### config.mk
export PLATFORM = sky130hd
export DESIGN_NAME = imem_loader
export DESIGN_NICKNAME = d
export VERILOG_FILES = /design/src/rtl/imem_loader_pkg.sv /design/src/rtl/imem_loader_timeout.sv /design/src/rtl/imem_loader.sv
export SDC_FILE = /design/constraint.sdc
export NUM_CORES = 1
export LEC_CHECK = 0
export CAP_MARGIN = 20
export CORE_MARGIN = 3
export CORE_UTILIZATION = 30
export DETAILED_ROUTE_END_ITERATION = 16
export SETUP_SLACK_MARGIN = 0.02
export SLEW_MARGIN = 0
export SYNTH_ARGS = -nofsm -noshare
export SYNTH_HDL_FRONTEND = slang
export SYNTH_HIERARCHICAL = 1
export SYNTH_SLANG_ARGS = --single-unit
### constraint.sdc
create_clock -name i_clk -period 6.3 [get_ports i_clk]
set_input_delay 1.26 -clock i_clk [delete_from_list [all_inputs] [get_ports i_clk]]
set_output_delay 1.26 -clock i_clk [all_outputs]
set_load 0.02 [all_outputs]
### src/rtl/imem_loader_pkg.sv
// imem_loader_pkg: shared constants for the instruction-memory loader
package imem_loader_pkg;
    localparam int WORD = 16;
    localparam logic [7:0] SYNC_LOAD_DEF = 8'hA5;
    localparam logic [7:0] SYNC_GO_DEF   = 8'h5A;
    localparam logic [1:0] ERR_NONE = 2'd0;
    localparam logic [1:0] ERR_CHK  = 2'd1;
    localparam logic [1:0] ERR_TMO  = 2'd2;
    localparam logic [3:0] S_IDLE    = 4'd0;
    localparam logic [3:0] S_ADDR_HI = 4'd1;
    localparam logic [3:0] S_ADDR_LO = 4'd2;
    localparam logic [3:0] S_CNT_HI  = 4'd3;
    localparam logic [3:0] S_CNT_LO  = 4'd4;
    localparam logic [3:0] S_DATA_HI = 4'd5;
    localparam logic [3:0] S_DATA_LO = 4'd6;
    localparam logic [3:0] S_CHK     = 4'd7;
    localparam logic [3:0] S_RESP    = 4'd8;
endpackage

### src/rtl/imem_loader_timeout.sv
// ldr_timeout: idle-cycle counter that flags expiry after TIMEOUT quiet cycles
module ldr_timeout #(
    parameter int TIMEOUT = 1024
) (
    input  logic i_clk,
    input  logic i_rst_n,
    input  logic i_clr,
    input  logic i_en,
    output logic o_expire
);
    localparam int W = $clog2(TIMEOUT + 1);
    logic [W-1:0] r_cnt;
    // count enabled quiet cycles; any clear restarts from zero
    always_ff @(posedge i_clk or negedge i_rst_n) begin
        if (!i_rst_n) r_cnt <= '0;
        else if (i_clr) r_cnt <= '0;
        else if (i_en) r_cnt <= r_cnt + 1'b1;
    end
    assign o_expire = i_en & ~i_clr & (r_cnt == W'(TIMEOUT - 1));
endmodule

### src/rtl/imem_loader.sv
// imem_loader: byte-stream program loader writing 16-bit words into instruction memory
module imem_loader import imem_loader_pkg::*; #(
    parameter int         TIMEOUT   = 1024,
    parameter logic [7:0] SYNC_LOAD = SYNC_LOAD_DEF,
    parameter logic [7:0] SYNC_GO   = SYNC_GO_DEF
) (
    input  logic            i_clk,
    input  logic            i_rst_n,
    input  logic [7:0]      i_in_data,
    input  logic            i_in_valid,
    output logic            o_in_ready,
    output logic            o_wr_en,
    output logic [WORD-1:0] o_wr_addr,
    output logic [WORD-1:0] o_wr_data,
    output logic            o_cpu_hold,
    output logic            o_done,
    output logic            o_err,
    output logic [1:0]      o_err_code,
    output logic [WORD-1:0] o_words_loaded
);
    logic [3:0]      r_state;
    logic [WORD-1:0] r_addr;
    logic [WORD-1:0] r_cnt;
    logic [7:0]      r_hi;
    logic [7:0]      r_chk;
    logic            r_wr_en;
    logic [WORD-1:0] r_wr_addr;
    logic [WORD-1:0] r_wr_data;
    logic            r_hold;
    logic            r_done;
    logic            r_err;
    logic [1:0]      r_err_code;
    logic [WORD-1:0] r_words;
    logic            w_acc;
    logic            w_busy;
    logic            w_expire;
    logic            w_sync_load;

    assign o_in_ready  = (r_state != S_RESP);
    assign w_acc       = i_in_valid & o_in_ready;
    assign w_busy      = (r_state != S_IDLE) & (r_state != S_RESP);
    assign w_sync_load = w_acc & (r_state == S_IDLE) & (i_in_data == SYNC_LOAD);

    ldr_timeout #(.TIMEOUT(TIMEOUT)) u_tmo (
        .i_clk    (i_clk),
        .i_rst_n  (i_rst_n),
        .i_clr    (w_acc | ~w_busy),
        .i_en     (w_busy),
        .o_expire (w_expire)
    );

    // frame parser: header, word payload with running XOR, checksum and response
    always_ff @(posedge i_clk or negedge i_rst_n) begin
        if (!i_rst_n) begin
            r_state    <= S_IDLE;
            r_addr     <= '0;
            r_cnt      <= '0;
            r_hi       <= '0;
            r_chk      <= '0;
            r_wr_en    <= 1'b0;
            r_wr_addr  <= '0;
            r_wr_data  <= '0;
            r_hold     <= 1'b1;
            r_done     <= 1'b0;
            r_err      <= 1'b0;
            r_err_code <= ERR_NONE;
            r_words    <= '0;
        end else begin
            r_wr_en <= 1'b0;
            r_done  <= 1'b0;
            r_err   <= 1'b0;
            if (w_expire) begin
                r_state    <= S_IDLE;
                r_err      <= 1'b1;
                r_err_code <= ERR_TMO;
            end else if (w_acc) begin
                case (r_state)
                    S_IDLE: begin
                        if (i_in_data == SYNC_LOAD) begin
                            r_state    <= S_ADDR_HI;
                            r_chk      <= '0;
                            r_words    <= '0;
                            r_err_code <= ERR_NONE;
                            r_hold     <= 1'b1;
                        end else if (i_in_data == SYNC_GO) begin
                            r_hold <= 1'b0;
                        end
                    end
                    S_ADDR_HI: begin
                        r_addr[15:8] <= i_in_data;
                        r_state      <= S_ADDR_LO;
                    end
                    S_ADDR_LO: begin
                        r_addr[7:0] <= i_in_data;
                        r_state     <= S_CNT_HI;
                    end
                    S_CNT_HI: begin
                        r_cnt[15:8] <= i_in_data;
                        r_state     <= S_CNT_LO;
                    end
                    S_CNT_LO: begin
                        r_cnt[7:0] <= i_in_data;
                        r_state    <= ({r_cnt[15:8], i_in_data} == '0) ? S_CHK : S_DATA_HI;
                    end
                    S_DATA_HI: begin
                        r_hi    <= i_in_data;
                        r_chk   <= r_chk ^ i_in_data;
                        r_state <= S_DATA_LO;
                    end
                    S_DATA_LO: begin
                        r_wr_en   <= 1'b1;
                        r_wr_addr <= r_addr;
                        r_wr_data <= {r_hi, i_in_data};
                        r_addr    <= r_addr + 1'b1;
                        r_words   <= r_words + 1'b1;
                        r_cnt     <= r_cnt - 1'b1;
                        r_chk     <= r_chk ^ i_in_data;
                        r_state   <= (r_cnt == 16'd1) ? S_CHK : S_DATA_HI;
                    end
                    S_CHK: begin
                        r_done  <= (i_in_data == r_chk);
                        r_err   <= (i_in_data != r_chk);
                        if (i_in_data != r_chk) r_err_code <= ERR_CHK;
                        r_state <= S_RESP;
                    end
                    default: r_state <= S_IDLE;
                endcase
            end else if (r_state == S_RESP) begin
                r_state <= S_IDLE;
            end
        end
    end

    assign o_wr_en        = r_wr_en;
    assign o_wr_addr      = r_wr_addr;
    assign o_wr_data      = r_wr_data;
    assign o_cpu_hold     = r_hold | w_sync_load;
    assign o_done         = r_done;
    assign o_err          = r_err;
    assign o_err_code     = r_err_code;
    assign o_words_loaded = r_words;
endmodule
==> summary.txt <==
Run status
  • Status: completed

STA
  • Period utilization: 78.0%
  • Clk_skew: 0.00972 ns
  • Slew Limit Fails: 0
  • RSZ-0062 raised after global routing: false
  • # setup viols final: 0
  • Normalized max-slew margin: 35.9%
  • Final hold vios: 0
  • Hold slack: 0.466 ns
  • Slew @ Worst Pin: 0.960 ns
  • Setup Total Neg Slack: 0 ns
  • Fin crit period: 4.91 ns
  • Highest Clock Rate: 204 MHz

Finish
  • Filler cells: 1927
  • Layout Nets: 711
  • # diodes: 0
  • Area grow syn2layout: 24.6%
  • Share of post-route cells with drive strength above 1: 9.60%

Setup path
  • Max incr delay on CP: 0.64 ns
  • CP Launch Type: primary input
  • WP data arrival: 3.65 ns
  • Buf/Inv on CP: 2
  • Reg2Reg Depth: 12
  • CP Capture Point: o_cpu_hold
  • Worst path required time: 5.04 ns
  • Crit Reg-Reg Endpoint: o_words_loaded[15]$_DFFE_PN0P_
  • Worst r2r src: r_state[1]$_DFFE_PN0P_
  • Most frequent CP cell: clkdlybuf4s50_1
  • Crit path max-delay family: buffers and inverters
  • CP endpoint kind: primary output
  • CP Cell Sequence: clkdlybuf4s50_1 > or4_4 > nor3_4 > nand2_1 > nand2b_1 > clkdlybuf4s50_1
  • Setup CP Type: in -> out
  • CP max stage cell: or4_4
  • Worst Path Max Fanout: 8
  • Crit path launch: i_in_data[3]
  • Number of cells on the critical path: 6
  • Reg2Reg Setup Slack: 2.24 ns

Yosys
  • Cell count after synthesis: 646
  • Leading area contributor after synthesis: dfrtp_1
  • Synth Area per Inst: 9.16 sq um
  • Prevailing post-synth register cell: dfrtp_1
  • Synth top area share: 49.0%
  • Distinct cells, synth: 65
  • Post-synth top cells: 140 x nand2_1, 116 x dfrtp_1, 58 x nor2_1
  • Dominant cells by area after synthesis: dfrtp_1 49%, nand2_1 8.9%, nor2_1 3.7%
  • EDFF count, synth: 0
  • Netlist Area Pre-Place: 5920 sq um
  • Count leader, synth: nand2_1
  • Warnings from Yosys: 6
  • Register area share after synthesis: 49.5%
  • Flops & latches, synth: 117
  • Post-synth net total: 662
  • FFs w/ async S/R, synth: 100%

Placed design
  • Placer Congestion: 0.790
  • Final HPWL DP: 10.1 mm
  • IO buf count: 65

Die
  • Core area: 19000 sq um
  • Vert. Die Dim: 146 um
  • Chip width: 146 um
  • DIE AREA: 21500 sq um
  • I/O pins: 66
  • Initial core utilization: 31.1%
  • Cell row count: 50

Power
  • P_leak: 0.00316 uW
  • P_sw: 1250 uW
  • Switching portion of total power: 35.6%
  • Cell-internal power: 2250 uW
  • Clock share of power: 31.1%
  • Comb power frac: 31.6%
  • Peak supply drop: 184 uV
  • Power Total: 3500 uW
  • Seq pwr share: 37.2%
  • PD cells: 475 nW/um^2

Route
  • Detail Route Antenna Nets: 0
  • Vias per std cell: 5.08
  • Routed wire length: 15.2 mm
  • Starting DRT DRC Count: 407
  • Detailed Routing Iterations Pass 1: 4
  • Routed vias: 4920
  • Wire per inst: 15.7 um
  • Drc violations: 0

Clocking
  • Worst skew pair latency: 0.42 ns
  • Htree depth: 4
  • Clock tree buffer depth: 2
  • CTS tree: done
  • CTS sink cnt: 117
  • CTS buffer count: 17
  • Post-CTS Resized: 0
  • Post-CTS Setup Bufs: 0
  • Root Buffer: clkbuf_16
  • Clock slew seen by the registers of the worst setup and hold paths: 0.06 ns
  • Cts hold-fix bufs: 0

Global routing
  • Initial antenna violation count: 0
  • Largest net degree at the start of global routing: 64
  • Vias in the first global route: 4627
  • Total GRT Usage: 14.6%
  • Grt ovf: 0
  • First-pass GRT wire length: 25.0 mm

Run
  • Max_cap viols: 0

Worst hold path
  • Worst min path class: reg -> reg
worst min-delay path by stage:
stage,from,to,slack [ns],cells past startpoint
6_report,r_hi[1]$_DFFE_PN0P_,o_wr_data[9]$_DFFE_PN0P_,0.47,2
5_1_grt,r_hold$_DFFE_PN1P_,r_hold$_DFFE_PN1P_,0.48,2
3_3_place_gp,r_hi[3]$_DFFE_PN0P_,o_wr_data[11]$_DFFE_PN0P_,0.45,2
4_1_cts,r_hi[3]$_DFFE_PN0P_,o_wr_data[11]$_DFFE_PN0P_,0.47,2
3_5_place_dp,r_hi[4]$_DFFE_PN0P_,o_wr_data[12]$_DFFE_PN0P_,0.45,2
2_1_floorplan,r_hi[2]$_DFFE_PN0P_,o_wr_data[10]$_DFFE_PN0P_,0.43,2
state kept, by name, summed over array words and instances, names as in the netlist:
signal	cells
o_wr_addr	16
r_chk	8
r_cnt	16
r_state	4
u_tmo/r_cnt	11
o_wr_en	1
r_addr	16
o_done	1
r_hi	8
o_wr_data	16
o_err_code	2
o_err	1
o_words_loaded	16
r_hold	1
layout make-up:
cell class / instances / area, sq um / share of cell area (%)
clock buffers: 18 / 439 / 5.95
inverters: 7 / 26.3 / 0.356
well taps: 260 / 325 / 4.41
clock inverters: 14 / 223 / 3.02
flip-flops and latches: 117 / 2930 / 39.7
multi-input cells: 482 / 2750 / 37.3
repair buffers: 70 / 683 / 9.26
power groups by stage:
stage / clock, uW / sequential (uW) / combinational, uW
floorplan: 0 / 1360 / 648
global placement: 0 / 1310 / 1100
detailed placement: 0 / 1310 / 1120
CTS: 1110 / 1300 / 1120
global route: 1150 / 1350 / 1220
finish: 1090 / 1300 / 1110
cell usage in the layout, fill, tap and decap left out, types with 5 or more instances in the layout:
master,count
bufinv_16,5
nand4_1,8
or3_1,8
nand3_1,15
xor2_1,11
nand2_1,140
o22a_1,19
clkbuf_16,17
o21ai_0,34
clkdlybuf4s50_1,64
nor2_1,58
o21a_1,5
a31oi_1,16
dfrtp_1,116
nand2b_1,7
a21oi_1,39
mux2_2,9
ha_1,5
o21ai_1,12
inv_1,6
nor3_1,6
o31ai_1,6
buf_4,5
and3_1,11
layer usage:
metal  vias up  track usage (%)  part of all wire (%)
li1       2391                -                     -
met1      2408             19.6                    47
met2       106             22.8                    47
met3        15             4.10                   4.9
met4         0             4.52                   1.1
met5         -                0                     0
worst reg2reg max path: stages (launching register included):
cell      delay (ns)
dfrtp_1         0.50
nor3_2          0.37
inv_1           0.29
nand2b_1        0.42
nor3_1          0.12
buf_4           0.19
nor4bb_1        0.36
clkbuf_2        0.25
nand2_1         0.10
inv_2           0.57
nand2_1         0.33
o311ai_1        0.32
o41ai_1         0.11
through the flow:
stage	setup slack, ns	instance area (sq um)	cells	util (%)
floorplan	2.55	5920	646	-
global placement	1.16	6710	935	35.3
detailed placement	1.05	6710	935	35.3
CTS	1.37	7370	967	38.8
global route	1.29	7380	968	38.8
finish	1.39	7380	968	38.8
kinds of logic (layout without fill, tap and decap cells):
logic type	count (synthesis)	count (layout)	synth area share (%)
AOI/OAI and AO/OA	161	161	17.3
xor gates and xnor gates	15	15	2.22
adders and majority gates	5	5	1.06
buffers and inverters	47	109	4.06
DFF	117	117	49.5
muxes	13	13	2.39
and+or+nand+nor	288	288	23.5
No activity file was read; power rests on OpenSTA's default activity.
